`src/rtl/spi_master_multi.sv`:
```
// SPI master with runtime size, chip-select, CPOL/CPHA and SCLK divider.
// One full-duplex transfer per accepted recv message; result on send.
module spi_master_multi #(
   parameter int nbits    = 34,
   parameter int ncs      = 2,
   parameter int div_bits = 8
) (
   input  logic                     clk,
   input  logic                     reset,
   input  logic                     cfg_ifc_val,
   output logic                     cfg_ifc_rdy,
   input  logic [$clog2(nbits):0]   cfg_size,
   input  logic [$clog2(ncs)-1:0]   cfg_cs_addr,
   input  logic                     cfg_cpol,
   input  logic                     cfg_cpha,
   input  logic [div_bits-1:0]      cfg_div,
   input  logic                     recv_val,
   output logic                     recv_rdy,
   input  logic [nbits-1:0]         recv_msg,
   output logic                     send_val,
   input  logic                     send_rdy,
   output logic [nbits-1:0]         send_msg,
   output logic [ncs-1:0]           cs,
   output logic                     sclk,
   output logic                     mosi,
   input  logic                     miso
);

   localparam int SW = $clog2(nbits) + 1;
   localparam int CW = $clog2(ncs);
   localparam int KW = $clog2(2 * nbits) + 1;

   typedef enum logic [2:0] {
      IDLE, SETUP, XFER, HOLD, DONE
   } state_t;

   state_t state_q, state_d;

   logic [SW-1:0]       size_q;
   logic [CW-1:0]       cs_addr_q;
   logic                cpol_q;
   logic                cpha_q;
   logic [div_bits-1:0] div_q;
   logic [div_bits-1:0] hcnt_q;
   logic [KW-1:0]       k_q;
   logic [nbits-1:0]    tx_q;
   logic [nbits-1:0]    rx_q;

   logic                cfg_fire;
   logic                recv_fire;
   logic [SW-1:0]       size_in;
   logic [SW-1:0]       size_nx;
   logic                half_end;
   logic [KW-1:0]       last_k;
   logic [KW-1:0]       k_nx;
   logic                enter_k0;
   logic                enter_next;
   logic                sample;
   logic                shift_tx;
   logic [ncs-1:0]      cs_sel;

   assign cfg_fire  = cfg_ifc_val & cfg_ifc_rdy;
   assign recv_fire = recv_val & recv_rdy;
   assign size_in   = (cfg_size == '0 || cfg_size > SW'(nbits))
                    ? SW'(nbits) : cfg_size;
   assign size_nx   = cfg_fire ? size_in : size_q;
   assign half_end  = (hcnt_q == div_q);
   assign last_k    = KW'({size_q, 1'b0}) - KW'(1);
   assign k_nx      = k_q + KW'(1);
   assign enter_k0  = (state_q == SETUP) && half_end;
   assign enter_next = (state_q == XFER) && half_end
                     && (k_q != last_k);
   // Leading edges open even half-periods, trailing edges odd ones.
   assign sample    = (enter_k0 && !cpha_q)
                    || (enter_next && (k_nx[0] == cpha_q));
   assign shift_tx  = enter_next && (k_nx[0] != cpha_q);
   assign send_msg  = rx_q;

   // Decode the registered address into a one-hot active-low select.
   always_comb begin
      cs_sel = '1;
      for (int i = 0; i < ncs; i++)
         cs_sel[i] = (cs_addr_q != CW'(i));
   end

   // State register.
   always_ff @(posedge clk) begin
      if (reset) state_q <= IDLE;
      else       state_q <= state_d;
   end

   // Next-state logic and pin/handshake outputs.
   always_comb begin
      state_d     = state_q;
      cfg_ifc_rdy = 1'b0;
      recv_rdy    = 1'b0;
      send_val    = 1'b0;
      cs          = '1;
      sclk        = cpol_q;
      mosi        = 1'b0;
      unique case (state_q)
         IDLE: begin
            cfg_ifc_rdy = 1'b1;
            recv_rdy    = 1'b1;
            if (recv_fire) state_d = SETUP;
         end
         SETUP: begin
            cs   = cs_sel;
            mosi = cpha_q ? 1'b0 : tx_q[nbits-1];
            if (half_end) state_d = XFER;
         end
         XFER: begin
            cs   = cs_sel;
            sclk = cpol_q ^ !k_q[0];
            mosi = tx_q[nbits-1];
            if (half_end && k_q == last_k) state_d = HOLD;
         end
         HOLD: begin
            cs = cs_sel;
            if (half_end) state_d = DONE;
         end
         DONE: begin
            send_val = 1'b1;
            if (send_rdy) state_d = IDLE;
         end
         default: state_d = IDLE;
      endcase
   end

   // Config registers, timing counters and shift registers.
   always_ff @(posedge clk) begin
      if (reset) begin
         size_q    <= SW'(nbits);
         cs_addr_q <= '0;
         cpol_q    <= 1'b0;
         cpha_q    <= 1'b0;
         div_q     <= '0;
         hcnt_q    <= '0;
         k_q       <= '0;
         tx_q      <= '0;
         rx_q      <= '0;
      end else begin
         if (cfg_fire) begin
            size_q    <= size_in;
            cs_addr_q <= cfg_cs_addr;
            cpol_q    <= cfg_cpol;
            cpha_q    <= cfg_cpha;
            div_q     <= cfg_div;
         end
         if (recv_fire) begin
            tx_q   <= recv_msg << (SW'(nbits) - size_nx);
            rx_q   <= '0;
            hcnt_q <= '0;
            k_q    <= '0;
         end else begin
            if (state_q == SETUP || state_q == XFER
                || state_q == HOLD)
               hcnt_q <= half_end ? '0 : hcnt_q + div_bits'(1);
            if (enter_next) k_q <= k_nx;
            if (shift_tx)   tx_q <= tx_q << 1;
            if (sample)     rx_q <= {rx_q[nbits-2:0], miso};
         end
      end
   end

endmodule

```
`config.mk`:
```
export PLATFORM = sky130hd
export DESIGN_NAME = spi_master_multi
export DESIGN_NICKNAME = d
export VERILOG_FILES = /design/src/rtl/spi_master_multi.sv
export SDC_FILE = /design/constraint.sdc
export NUM_CORES = 1
export LEC_CHECK = 0
export ABC_CLOCK_PERIOD_IN_PS = 9410
export BUFFER_PORTS_ARGS = -buffer_cell sky130_fd_sc_hd__buf_2
export CAP_MARGIN = 15
export CORE_ASPECT_RATIO = 1.4
export CORE_MARGIN = 2
export CORE_UTILIZATION = 60
export DETAILED_ROUTE_END_ITERATION = 16
export MAX_ROUTING_LAYER = met4
export PLACE_DENSITY = 0.82
export SYNTH_ARGS = -nofsm -noshare
export SYNTH_HDL_FRONTEND = slang
export SYNTH_SLANG_ARGS = --single-unit
```
`constraint.sdc`:
```
create_clock -name clk -period 9.41 [get_ports clk]
set_input_delay 1.882 -clock clk [delete_from_list [all_inputs] [get_ports clk]]
set_output_delay 1.882 -clock clk [all_outputs]
set_load 0.05 [all_outputs]
```
=== Word level (Yosys, flattened, before mapping) ===
Index checks and enable logic that the tools add are counted.

* Bits in registers: 105
* Bits of input ports: 58
* Output and inout port bits: 41
* Logic and storage cells: 70

* $add $sub $neg: 4
* Order comparisons: 1
* Equal/unequal tests: 14
* Shifts and indexed selects: 1
* Muxes and demuxes: 17
* Bitwise logic cells: 4
* Reduce and logical (&&, ||, !) cells: 19

{| class="wikitable"
|+ Operators with widths
! cell !! number
|-
| 34-bit 2-to-1 mux || 2
|-
| 34-bit by 7-bit << shifter with 34-bit output || 1
|-
| 8-bit by 1-bit adder with 8-bit output, second input constant || 2
|-
| 8-bit == test || 2
|-
| 3-bit 2-to-1 mux || 5
|-
| 3-bit case mux with 5 select lines || 1
|-
| 7-bit 2-to-1 mux || 2
|-
| 8-bit 2-to-1 mux || 1
|-
| 2-bit inequality test, second input constant || 4
|-
| 8-bit inequality test || 1
|-
| 8-bit by 1-bit subtractor with 8-bit output, second input constant || 1
|-
| 7-bit by 6-bit greater-than comparator with 1-bit output, second input constant || 1
|-
| 1-bit logical AND || 7
|-
| 7-bit logical NOT || 1
|-
| 6-bit by 7-bit subtractor with 7-bit output, first input constant || 1
|-
| 3-bit by 2-bit == test with 1-bit output, second input constant || 2
|-
| 5-bit AND reduction || 1
|-
| 1-bit logical OR || 4
|-
| 1-bit 2-to-1 mux || 4
|-
| 3-bit by 1-bit == test with 1-bit output, second input constant || 1
|-
| 3-bit == test, second input constant || 1
|-
| 3-bit logical NOT || 1
|-
| 3-bit OR reduction || 1
|-
| 1-bit bitwise AND || 2
|-
| 10 further kinds || 11
|}

=== Logic depth before layout (Yosys ltp) ===
Gate-level depths: netlist of the first run.

* Depth after elaboration: 7
* Mapped depth: 18
* Depth with buffers taken out: 12

=== Worst setup path before layout of the first run ===
Ideal clock, no wire load.

* Kind: input to register
* Start point: input cfg_ifc_val
* End point: register tx_q[27]
* Setup time: 91 ps
* Arrival time: 5345 ps
* Data required time: 9319 ps
* Slack: 3974 ps
* Stages: 16
* Buffers on the path: 5
* Cells stage by stage: or4b_1 -> buf_2 -> buf_2 -> buf_2 -> nand2_1 -> o31a_1 -> inv_1 -> ha_1 -> buf_1 -> buf_1 -> nand2_1 -> a211oi_1 -> o21ai_0 -> and3_1 -> a2111o_1 -> a311oi_1

* Word-level cells in the longest chain between the ends: 5

{| class="wikitable"
|+ Ends and longest elaborated chain
! what !! RTL line !! source
|-
| from (decl) || 10 || <nowiki>input logic cfg_ifc_val,</nowiki>
|-
| 1-bit bitwise AND || 62 || <nowiki>assign cfg_fire = cfg_ifc_val & cfg_ifc_rdy;</nowiki>
|-
| 7-bit 2-to-1 mux || n/a ||
|-
| 6-bit by 7-bit subtractor with 7-bit output || 151 || <nowiki>tx_q <= recv_msg << (SW'(nbits) - size_nx);</nowiki>
|-
| 34-bit by 7-bit << shifter with 34-bit output || 151 ||
|-
| 34-bit 2-to-1 mux || 150 || <nowiki>if (recv_fire) begin</nowiki>
|-
| to (signal assigned) || 151 ||
|-
| to (signal assigned) || 160 || <nowiki>if (shift_tx) tx_q <= tx_q << 1;</nowiki>
|-
| to (decl) || 46 || <nowiki>logic [nbits-1:0] tx_q;</nowiki>
|}

No other way between the ends.
A chain may end at the register's enable or synchronous reset.

=== Worst setup path after layout of the first run ===
* Start point: input cfg_ifc_val
* End point: register tx_q[32]

The elaborated chain is that of the path after synthesis.

==> results.md, run 1 <==
* Max-Cap Viols at 0
* Area of the multi-input gates at 5030 sq um
* Mux cell area share after synthesis at 0.154
* Chip width at around 99 um
* Placed Cells incl. Taps at ~1100
* GP Congestion at roughly 1.0
* CTS tree: yes
* Final Util at 0.675
* Hold Slack at ~0.47 ns
* Boundary Pins at 99
* Worst slew margin at 0.283
* Netlist cell types at 78
* NumNets Final at ~1000
* Die Area at approximately 14000 sq um
* First-pass GRT wire length at ~35 mm
* Place WS at just under 3 ns
* Total power at between 1.5 and 2 mW
* Later-pin clock latency in the skew report at around 0.34 ns
* Maximum clock path buffer count at 2
* GRT Util Overall at 0.331
* Top_reg_cell synth: dfxtp_1
* H-tree Lvls at 3
* I/O Buffers at 98
* Clock skew at roughly 0.0073 ns
* Hold Startpoint: cpol_q$_SDFFE_PP0N_
* RSZ-0062 raised after global routing: no
* Initial DRC Count at 663
* Routed length per instance at between 15 and 20 um
* Hold Crit Depth at 2
* Number of remaining DRC errors at 0
* Gate count after technology mapping at just over 900
* Peak supply drop at ~190 uV
* Hold WC Path Type: register to register
* Fin crit period at around 6.2 ns
* Synthesized-area fraction occupied by adder cells at 0.00663
* Reg2reg path depth at 13
* Root buffer cell: clkbuf_16
* Mapped cell area at 7550 sq um
* Setup_tns at 0 ns
* Hold buffer count at CTS at 0
* Ant diodes at 0
* Compound-gate portion of the synthesized area at 0.230
* Worst-path clk slew at 0.07 ns
* Syn_nets at roughly 990
* Crit path max fanout at 49
* Core area at about 12000 sq um
* Initial Util at 0.613
* Path type of the worst setup path: input port to register
* Placed instance area at between 7000 and 8000 sq um
* Power Density at roughly 230 nW/um^2
* Sequential share of the synthesized area at 0.278
* F_max at 0.162 GHz
* EDFF count, synth at 0
* Antenna violations before repair at 0
* P_leak at about 3.1 nW
* Yosys warning count at 0
* Worst Path Arrival at 6.38 ns
* Pin count of the biggest net entering global routing at 50
* Setup ws final at 3.24 ns
* Routed wire length at 21.8 mm
* Outcome: completed
* Die Y at roughly 140 um
* Slew @ Worst Pin at 1.08 ns
* Non-Filler Instances at about 1100
* Max-slew violation count at 0
* Postcts setup bufs at 0
* Total CTS buffers at 9
* CTS sink cnt at between 100 and 150
* Layout cells sized above 1 at 0.196
* Required time worst endpoint at 9.62 ns
* Row count at 48
* Pre-Repair DR Iteration Count at 5
* Setup violators final at 0
* Synthesis-to-layout area growth at 10.1%
* Crit share post-route at 0.656
* Asr flop ratio synth at 0
* R2R Path Start: state_q[2]$_SDFFE_PP0P_
* #FFs+latches synth at between 100 and 150
* Routed Antenna Nets at 0
* Synth Area in Simple Gates at 0.222
* Final hold vios at 0
* Synth Area in XOR/XNOR at 0.0504
* Combinational family with the most area after synthesis: compound AO/OA/AOI/OAI gates
* CP startpoint kind: input port
* Via count at about 7600
* Vias per inst at around 6.7
* Number of global-route vias before repair at 6987
* Critical path origin: cfg_ifc_val
* Setup crit end kind: register
* Final instance area at 8310 sq um
* Final HPWL DP at approximately 16 mm
* Post-cts sizing count at 0
* Fill count at 1066
* Register area at 2100 sq um
* Global route overflow at 0
* Avg Synthesized Cell Area at 8.13 sq um
-- kinds of logic after synthesis --
family                   count (synthesis)
XOR/XNOR                                41
AND/OR/NAND/NOR                        343
multiplexers                            92
adder cells (fa/ha/maj)                  4
AO/OA/AOI/OAI                          242
buffers and inverters                  102
flip-flops                             105
-- registers in the layout (all words and copies together), names as in the netlist --
signal / flops
div_q: 8
cs_addr_q: 1
cpha_q: 1
size_q: 7
k_q: 8
send_msg: 34
state_q: 3
hcnt_q: 8
tx_q: 34
cpol_q: 1
-- final cells by class --
type | instances | area share
clock buffer | 10 | 0.0288
clock inverter | 6 | 0.00888
inverter | 26 | 0.0117
multi-input combinational | 722 | 0.605
sequential | 105 | 0.253
tap | 150 | 0.0226
timing repair buffer | 110 | 0.0699
-- layout by cell type, fill, tap and decap left out, types with 14 or more instances in the layout --
cell type and n:
inv_1 25, dfxtp_1 105, nand2_1 66, o211ai_1 45
buf_2 98, a31oi_1 14, nor2_1 113, a211oi_1 24
nor3_1 29, xnor2_1 22, mux4_2 18, mux2_2 14
o21ai_0 34, xor2_1 15, a21oi_1 37, mux2i_1 60
nand3_1 48, nand4_1 26
-- Yosys cell counts (6+ instances only) --
cell         n  area [sq um]
nand4_1     26           163
clkbuf_1    48           180
dfxtp_1    105          2100
a21oi_1     38           190
nand2b_1     7          43.8
o22ai_1      6          37.5
xnor2_1     23           201
nand2_1     66           248
o211ai_1    45           338
or3_1       10          62.6
o2111ai_1    6          52.6
o21ai_0     34           170
mux2_2      14           158
buf_2       17          85.1
mux2i_1     60           601
mux4_2      18           405
a22oi_1      7          52.6
and3_1       7          43.8
inv_1       25          93.8
nand3_1     48           240
a221oi_1    11          96.3
xor2_1      16           140
nor2_1     113           424
a31oi_1     14          87.6
nor3_1      29           145
a32oi_1      7          61.3
a211oi_1    24           180
-- report_power, final --
part           switching, mW  total [mW]  internal [mW]  leakage (nW)
clock                  0.173       0.390          0.217         0.154
sequential            0.0332       0.523          0.489         0.855
combinational          0.666        1.03          0.365          2.08
total                  0.871        1.94           1.07          3.09
-- final timing paths --
path,endpoint,slack [ns]
setup / recovery,tx_q[32]$_SDFFE_PP0P_,3.24
hold / removal,cpol_q$_SDFFE_PP0N_,0.47
setup reg to reg,tx_q[32]$_SDFFE_PP0P_,4.32
hold reg to reg,cpol_q$_SDFFE_PP0N_,0.47
-- metal layers --
metal,share of wire,global-route usage
met4,0.058,0.172
met1,0.39,0.394
met2,0.49,0.550
met3,0.058,0.0409
met5,0,-
-- worst max-delay path, cell delays in order --
cell and delay [ns]:
buf_2 0.10, or4b_2 0.90, buf_4 0.36, a211oi_4 0.33
nor2_4 0.15, ha_1 0.30, buf_4 0.46, inv_1 0.49
nor2_2 0.44, o211ai_1 0.15, o211ai_1 0.13, o21ai_1 0.13
a2111oi_0 0.41, a31oi_1 0.13
Note: power is estimated with default switching activity, not from simulation.
==> inputs of run 2 (changes only) <==
==> config.mk (replaced) <==
export PLATFORM = sky130hd
export DESIGN_NAME = spi_master_multi
export DESIGN_NICKNAME = d
export VERILOG_FILES = /design/src/rtl/spi_master_multi.sv
export SDC_FILE = /design/constraint.sdc
export NUM_CORES = 1
export LEC_CHECK = 0
export ABC_CLOCK_PERIOD_IN_PS = 5700
export BUFFER_PORTS_ARGS = -buffer_cell sky130_fd_sc_hd__buf_2
export CAP_MARGIN = 15
export CORE_ASPECT_RATIO = 1.4
export CORE_MARGIN = 2
export CORE_UTILIZATION = 59
export DETAILED_ROUTE_END_ITERATION = 16
export MAX_ROUTING_LAYER = met4
export PLACE_DENSITY = 0.81
export SYNTH_ARGS = -nofsm -noshare
export SYNTH_HDL_FRONTEND = slang
export SYNTH_SLANG_ARGS = --single-unit
==> constraint.sdc (replaced) <==
create_clock -name clk -period 5.7 [get_ports clk]
set_input_delay 1.14 -clock clk [delete_from_list [all_inputs] [get_ports clk]]
set_output_delay 1.14 -clock clk [all_outputs]
set_load 0.05 [all_outputs]
==> run 2 against run 1 <==
  * Worst hold slack improved by 0.0012 ns
  * Non-clock buffer count increased by 7
  * Sequential power increased by 65%
  * Clock power increased by 65%
  * Clock skew decreased by 0.00055 ns
  * Final area increased by 0.74%
==> results.md, run 2 (synthesis gave the netlist of run 1 again) <==
* Maximum clock path buffer count at 2 (unchanged)
* Hold Slack at 0.471 ns (+0.00123 ns)
* Die Area at 13700 sq um (+1.6%)
* P_leak at 3.12 nW (+1.1%)
* Non-Filler Instances at 1136 (+0.62%)
* Hold buffer count at CTS at 0 (unchanged)
* Setup_tns at 0 ns (unchanged)
* Pin count of the biggest net entering global routing at 48 (-4.0%)
* GP Congestion at 1.04 (+0.96%)
* Root buffer cell: clkbuf_16
* Slew @ Worst Pin at 1.09 ns (+0.00937 ns)
* Final instance area at 8370 sq um (+0.74%)
* Vias per inst at 6.70 (about the same)
* Final hold vios at 0 (unchanged)
* Global route overflow at 0 (unchanged)
* Max-Cap Viols at 0 (unchanged)
* CTS sink cnt at 105 (unchanged)
* Max stage delay on crit path at 0.67 ns (-0.23 ns)
* Chip width at 99.6 um (+0.81%)
* Post-cts sizing count at 0 (unchanged)
* F_max at approximately 0.22 GHz
* Hold WC Path Type: register to register
* Ant diodes at 0 (unchanged)
* Max-slew violation count at 0 (unchanged)
* Worst slew margin at 0.276 (-0.00625)
* Crit path max fanout at 44 (-10%)
* Power Density at 388 nW/um^2 (+66%)
* Initial DRC Count at 656 (-1.1%)
* Outcome: completed
* Die Y at 138 um (+0.82%)
* Routed Antenna Nets at 0 (unchanged)
* RSZ-0062 raised after global routing: no
* Cell family with most CP delay: compound AO/OA/AOI/OAI gates
* Fin crit period at 4.62 ns
* Setup violators final at 0 (unchanged)
* CP startpoint kind: input port
* GRT Util Overall at 0.342 (+0.0109)
* Required time worst endpoint at 5.96 ns (-3.66 ns)
* Setup crit end kind: register
* Worst path slowest cell: or4b_2
* Total power at 3.25 mW (+67%)
* I/O Buffers at 98 (unchanged)
* Worst-path clk slew at 0.07 ns (about the same)
* Initial Util at 0.607 (-0.00592)
* Commonest non-fill, non-tap cells in the layout: nor2_1, dfxtp_1, buf_2
* Number of remaining DRC errors at 0 (unchanged)
* Worst Path Arrival at 4.88 ns (-1.50 ns)
* Most common cell after layout, fill and taps aside: nor2_1
* Routed length per instance at 19.9 um (+3.1%)
* Final HPWL DP at 16.7 mm (+3.7%)
* Synthesis-to-layout area growth at 10.9%
* Clock skew at 0.00672 ns (-0.000554 ns)
* Placed instance area at 8060 sq um (+0.81%)
* Core area at 12400 sq um (+0.98%)
* Buf+Inv Stages, Crit Path at 4 (unchanged)
* Via count at 7606 (+0.58%)
* H-tree Lvls at 3 (unchanged)
* Boundary Pins at 99 (unchanged)
* Peak supply drop at 264 uV (+39%)
* CTS tree: yes
* Layout cells sized above 1 at 0.202 (+0.00571)
* Later-pin clock latency in the skew report at 0.35 ns (about the same)
* Placed Cells incl. Taps at 1120 (+0.63%)
* Crit share post-route at 0.810
* Total CTS buffers at 9 (unchanged)
* Pre-Repair DR Iteration Count at 5 (unchanged)
* Crit-path cells: buf_2 -> or4b_2 -> buf_4 -> nand2_1 -> o31a_1 -> inv_1 -> ha_1 -> buf_12 -> mux2i_1 -> mux2_2 -> a32oi_1 -> o311ai_1 -> o211ai_1 -> nand4_1 -> a311oi_1
* Number of global-route vias before repair at 7143 (+2.2%)
* Postcts setup bufs at 0 (unchanged)
* Antenna violations before repair at 0 (unchanged)
* NumNets Final at 1043 (+0.68%)
* Row count at 48 (unchanged)
* Path type of the worst setup path: input port to register
* First-pass GRT wire length at 36.2 mm (+2.3%)
* Routed wire length at 22.6 mm (+3.7%)
[run 2: cell types whose count changed in the layout (fill, tap and decap cells not counted)]
| cell | before | now |
|---|---|---|
| clkinvlp_4 | 0 | 1 |
| buf_12 | 0 | 1 |
| inv_8 | 0 | 1 |
| inv_6 | 2 | 3 |
| clkbuf_8 | 1 | 0 |
| buf_4 | 12 | 18 |
| clkinv_4 | 3 | 1 |
[run 2: worst paths after layout]
check	start	end	slack [ns]	cells past startpoint
worst max register to register	state_q[0]$_SDFFE_PP0P_	tx_q[31]$_SDFFE_PP0P_	1.44	14
worst min register to register	cpol_q$_SDFFE_PP0N_	cpol_q$_SDFFE_PP0N_	0.47	2
worst max-delay path	cfg_ifc_val	tx_q[31]$_SDFFE_PP0P_	1.08	15
worst min-delay path	cpol_q$_SDFFE_PP0N_	cpol_q$_SDFFE_PP0N_	0.47	2
[run 2: area by class of cell]
type | instances | area [sq um]
multi-input combinational | 722 | 5030
clock buffer | 9 | 225
tap | 150 | 188
timing repair buffer | 117 | 646
fill | 1092 | 4060
sequential | 105 | 2100
inverter | 26 | 97.6
clock inverter | 7 | 83.8
[run 2: per-layer routing]
| metal | wire length [um] | GRT usage |
|---|---|---|
| met4 | 1580 | 0.241 |
| met5 | 0 | - |
| met2 | 11000 | 0.563 |
| met3 | 1350 | 0.0518 |
| met1 | 8670 | 0.380 |
[run 2: power by group]
| group | leakage, nW | internal, mW | switching (mW) |
|---|---|---|---|
| logic | 2.12 | 0.634 | 1.11 |
| clock network | 0.149 | 0.349 | 0.293 |
| registers | 0.855 | 0.808 | 0.0563 |
[run 2: per-stage QoR]
| stage | setup slack (ns) | utilization |
|---|---|---|
| after floorplan | 1.01 | - |
| after global placement | 0.846 | 0.649 |
| after detailed placement | 0.788 | 0.649 |
| after CTS | 1.16 | 0.673 |
| after global routing | 0.824 | 0.673 |
| final | 1.08 | 0.673 |
[run 2: tightest hold or removal path, stage by stage, from the launching register on]
cell     delay [ns]
dfxtp_1        0.32
nand2_1        0.05
a21oi_1        0.05
==> inputs of run 3 (changes only) <==
--- a/config.mk
+++ b/config.mk
@@ -5,7 +5,7 @@
 export SDC_FILE = /design/constraint.sdc
 export NUM_CORES = 1
 export LEC_CHECK = 0
-export ABC_CLOCK_PERIOD_IN_PS = 5700
+export ABC_CLOCK_PERIOD_IN_PS = 4700
 export BUFFER_PORTS_ARGS = -buffer_cell sky130_fd_sc_hd__buf_2
 export CAP_MARGIN = 15
 export CORE_ASPECT_RATIO = 1.4
==> constraint.sdc (replaced) <==
create_clock -name clk -period 4.7 [get_ports clk]
set_input_delay 0.94 -clock clk [delete_from_list [all_inputs] [get_ports clk]]
set_output_delay 0.94 -clock clk [all_outputs]
set_load 0.05 [all_outputs]
==> run 3 against run 2 <==
  * Clock power is 14% higher
  * Sequential power is 22% higher
  * Highest routed layer unchanged
  * Power is 22% higher
  * Worst hold slack worse by 0.0024 ns
  * Clock skew is 0.00060 ns higher
==> results.md, run 3 (synthesis gave the netlist of run 1 again) <==
* Outcome: completed
* Worst Setup EP: tx_q[17]$_SDFFE_PP0P_
* Required time worst endpoint at 4.91 ns (-1.05 ns)
* Fin crit period at about 4.2 ns
* Max-Cap Viols at 0 (unchanged)
* CTS sink cnt at 105 (unchanged)
* Worst Path Arrival at 4.44 ns (-0.44 ns)
* Initial Util at 0.607 (unchanged)
* Reg2reg path depth at 14 (unchanged)
* Ant diodes at 0 (unchanged)
* Total CTS buffers at 9 (unchanged)
* Number of remaining DRC errors at 0 (unchanged)
* Chip width at 99.6 um (unchanged)
* F_max at approximately 0.24 GHz
* Most common cell after layout, fill and taps aside: nor2_1
* I/O Buffers at 98 (unchanged)
* Routed wire length at 22.9 mm (+1.5%)
* Critical path origin: cfg_ifc_val
* Setup violators final at 0 (unchanged)
* Antenna violations before repair at 0 (unchanged)
* GRT Util Overall at 0.343 (+0.000767)
* Later-pin clock latency in the skew report at 0.35 ns (about the same)
* Worst slew margin at 0.253 (-0.0231)
* Routed Antenna Nets at 0 (unchanged)
* Fill count at 1039 (-4.9%)
* Register area at 2100 sq um (unchanged)
* Total power at 3.96 mW (+22%)
* Maximum clock path buffer count at 2 (unchanged)
* Row count at 48 (unchanged)
* First-pass GRT wire length at 36.5 mm (+0.99%)
* Slew @ Worst Pin at 1.12 ns (+0.0347 ns)
* Boundary Pins at 99 (unchanged)
* Hold WC Path Type: register to register
* Hold buffer count at CTS at 0 (unchanged)
* Synthesis-to-layout area growth at 11.9%
* Crit share post-route at 0.899
* Commonest non-fill, non-tap cells in the layout: nor2_1, dfxtp_1, buf_2
* Routed length per instance at 19.9 um (+0.27%)
* Final hold vios at 0 (unchanged)
* P_leak at 3.19 nW (+2.0%)
* Pre-Repair DR Iteration Count at 6 (+1)
* Worst-path clk slew at 0.07 ns (about the same)
* CTS tree: yes
* Setup crit end kind: register
* Core area at 12400 sq um (unchanged)
* Max-slew violation count at 0 (unchanged)
* Global route overflow at 0 (unchanged)
* GP Congestion at 1.00 (-3.5%)
* Clock skew at 0.00732 ns (+0.000597 ns)
* Number of global-route vias before repair at 7101 (-0.59%)
* Pin count of the biggest net entering global routing at 46 (-4.2%)
* R2R Path Start: state_q[1]$_SDFFE_PP0P_
* Die Y at 138 um (unchanged)
* Area of the multi-input gates at 5030 sq um (unchanged)
* Peak supply drop at 345 uV (+31%)
* Reg2reg end: tx_q[17]$_SDFFE_PP0P_
* Postcts setup bufs at 0 (unchanged)
* Die Area at 13700 sq um (unchanged)
* FF-to-FF setup slack at 0.63 ns (-0.81 ns)
* NumNets Final at 1057 (+1.3%)
* CP startpoint kind: input port
* Post-cts sizing count at 0 (unchanged)
* Vias per inst at 6.67 (-0.32%)
* Setup_tns at 0 ns (unchanged)
* Power Density at 468 nW/um^2 (+21%)
* Final HPWL DP at 16.8 mm (+0.75%)
* Root buffer cell: clkbuf_16
* Layout cells sized above 1 at 0.213 (+0.0112)
* H-tree Lvls at 3 (unchanged)
* Final instance area at 8450 sq um (+0.94%)
* Crit path max fanout at 29 (-34%)
* Via count at 7675 (+0.91%)
* RSZ-0062 raised after global routing: no
* Initial DRC Count at 528 (-20%)
* Path type of the worst setup path: input port to register
* Placed instance area at 8170 sq um (+1.3%)
## run 3: cell count changes in the layout (fill, tap and decap cells not counted)
cell        previous run  this run
buf_4                 18        32
inv_6                  3         5
bufinv_16              1         0
clkinv_2               0         1
clkinvlp_4             1         0
inv_8                  1         0
## run 3: per-stage QoR
step / std cells / util / worst slack (ns) / hold slack (ns)
after floorplan: 929 / - / 0.206 / 0.445
after global placement: 1134 / 0.657 / 0.286 / 0.454
after detailed placement: 1134 / 0.657 / 0.258 / 0.460
after CTS: 1150 / 0.680 / 0.564 / 0.470
after global routing: 1150 / 0.680 / 0.288 / 0.485
final: 1150 / 0.680 / 0.474 / 0.469
## run 3: cell type report
type / count / area share
sequential: 105 / 0.249
tap: 150 / 0.0222
multi-input combinational: 722 / 0.595
inverter: 26 / 0.0115
clock inverter: 7 / 0.00681
timing repair buffer: 131 / 0.0888
clock buffer: 9 / 0.0267
## run 3: worst max-delay path, cell delays in order
cell and delay [ns]:
buf_2 0.11, or4b_2 0.71, nand2_1 0.12, o31a_1 0.15
inv_1 0.06, ha_1 0.38, buf_12 0.21, buf_4 0.28
mux4_2 0.33, nor2_1 0.17, a31oi_1 0.09, nand4_1 0.22
nand3_1 0.25, a31oi_1 0.31, a211oi_1 0.10
## run 3: how the worst min path moves through the flow
stage / startpoint / endpoint / cells past startpoint
after global placement: cpol_q$_SDFFE_PP0N_ / cpol_q$_SDFFE_PP0N_ / 2
after detailed placement: cpol_q$_SDFFE_PP0N_ / cpol_q$_SDFFE_PP0N_ / 2
after floorplan: cs_addr_q$_SDFFE_PP0N_ / cs_addr_q$_SDFFE_PP0N_ / 2
after global routing: cpol_q$_SDFFE_PP0N_ / cpol_q$_SDFFE_PP0N_ / 2
final: cpol_q$_SDFFE_PP0N_ / cpol_q$_SDFFE_PP0N_ / 2
after CTS: cpol_q$_SDFFE_PP0N_ / cpol_q$_SDFFE_PP0N_ / 2
## run 3: layer usage
metal | track usage | vias up | wire length [um]
met1 | 0.400 | 3578 | 9050
li1 | - | 3613 | -
met5 | - | - | 0
met3 | 0.0431 | 92 | 1390
met2 | 0.574 | 392 | 11200
met4 | 0.190 | 0 | 1250
## run 3: power by group
group          internal, mW  switching (mW)  total, mW
clock network         0.370           0.362      0.731
registers             0.980          0.0680       1.05
logic                 0.804            1.37       2.18
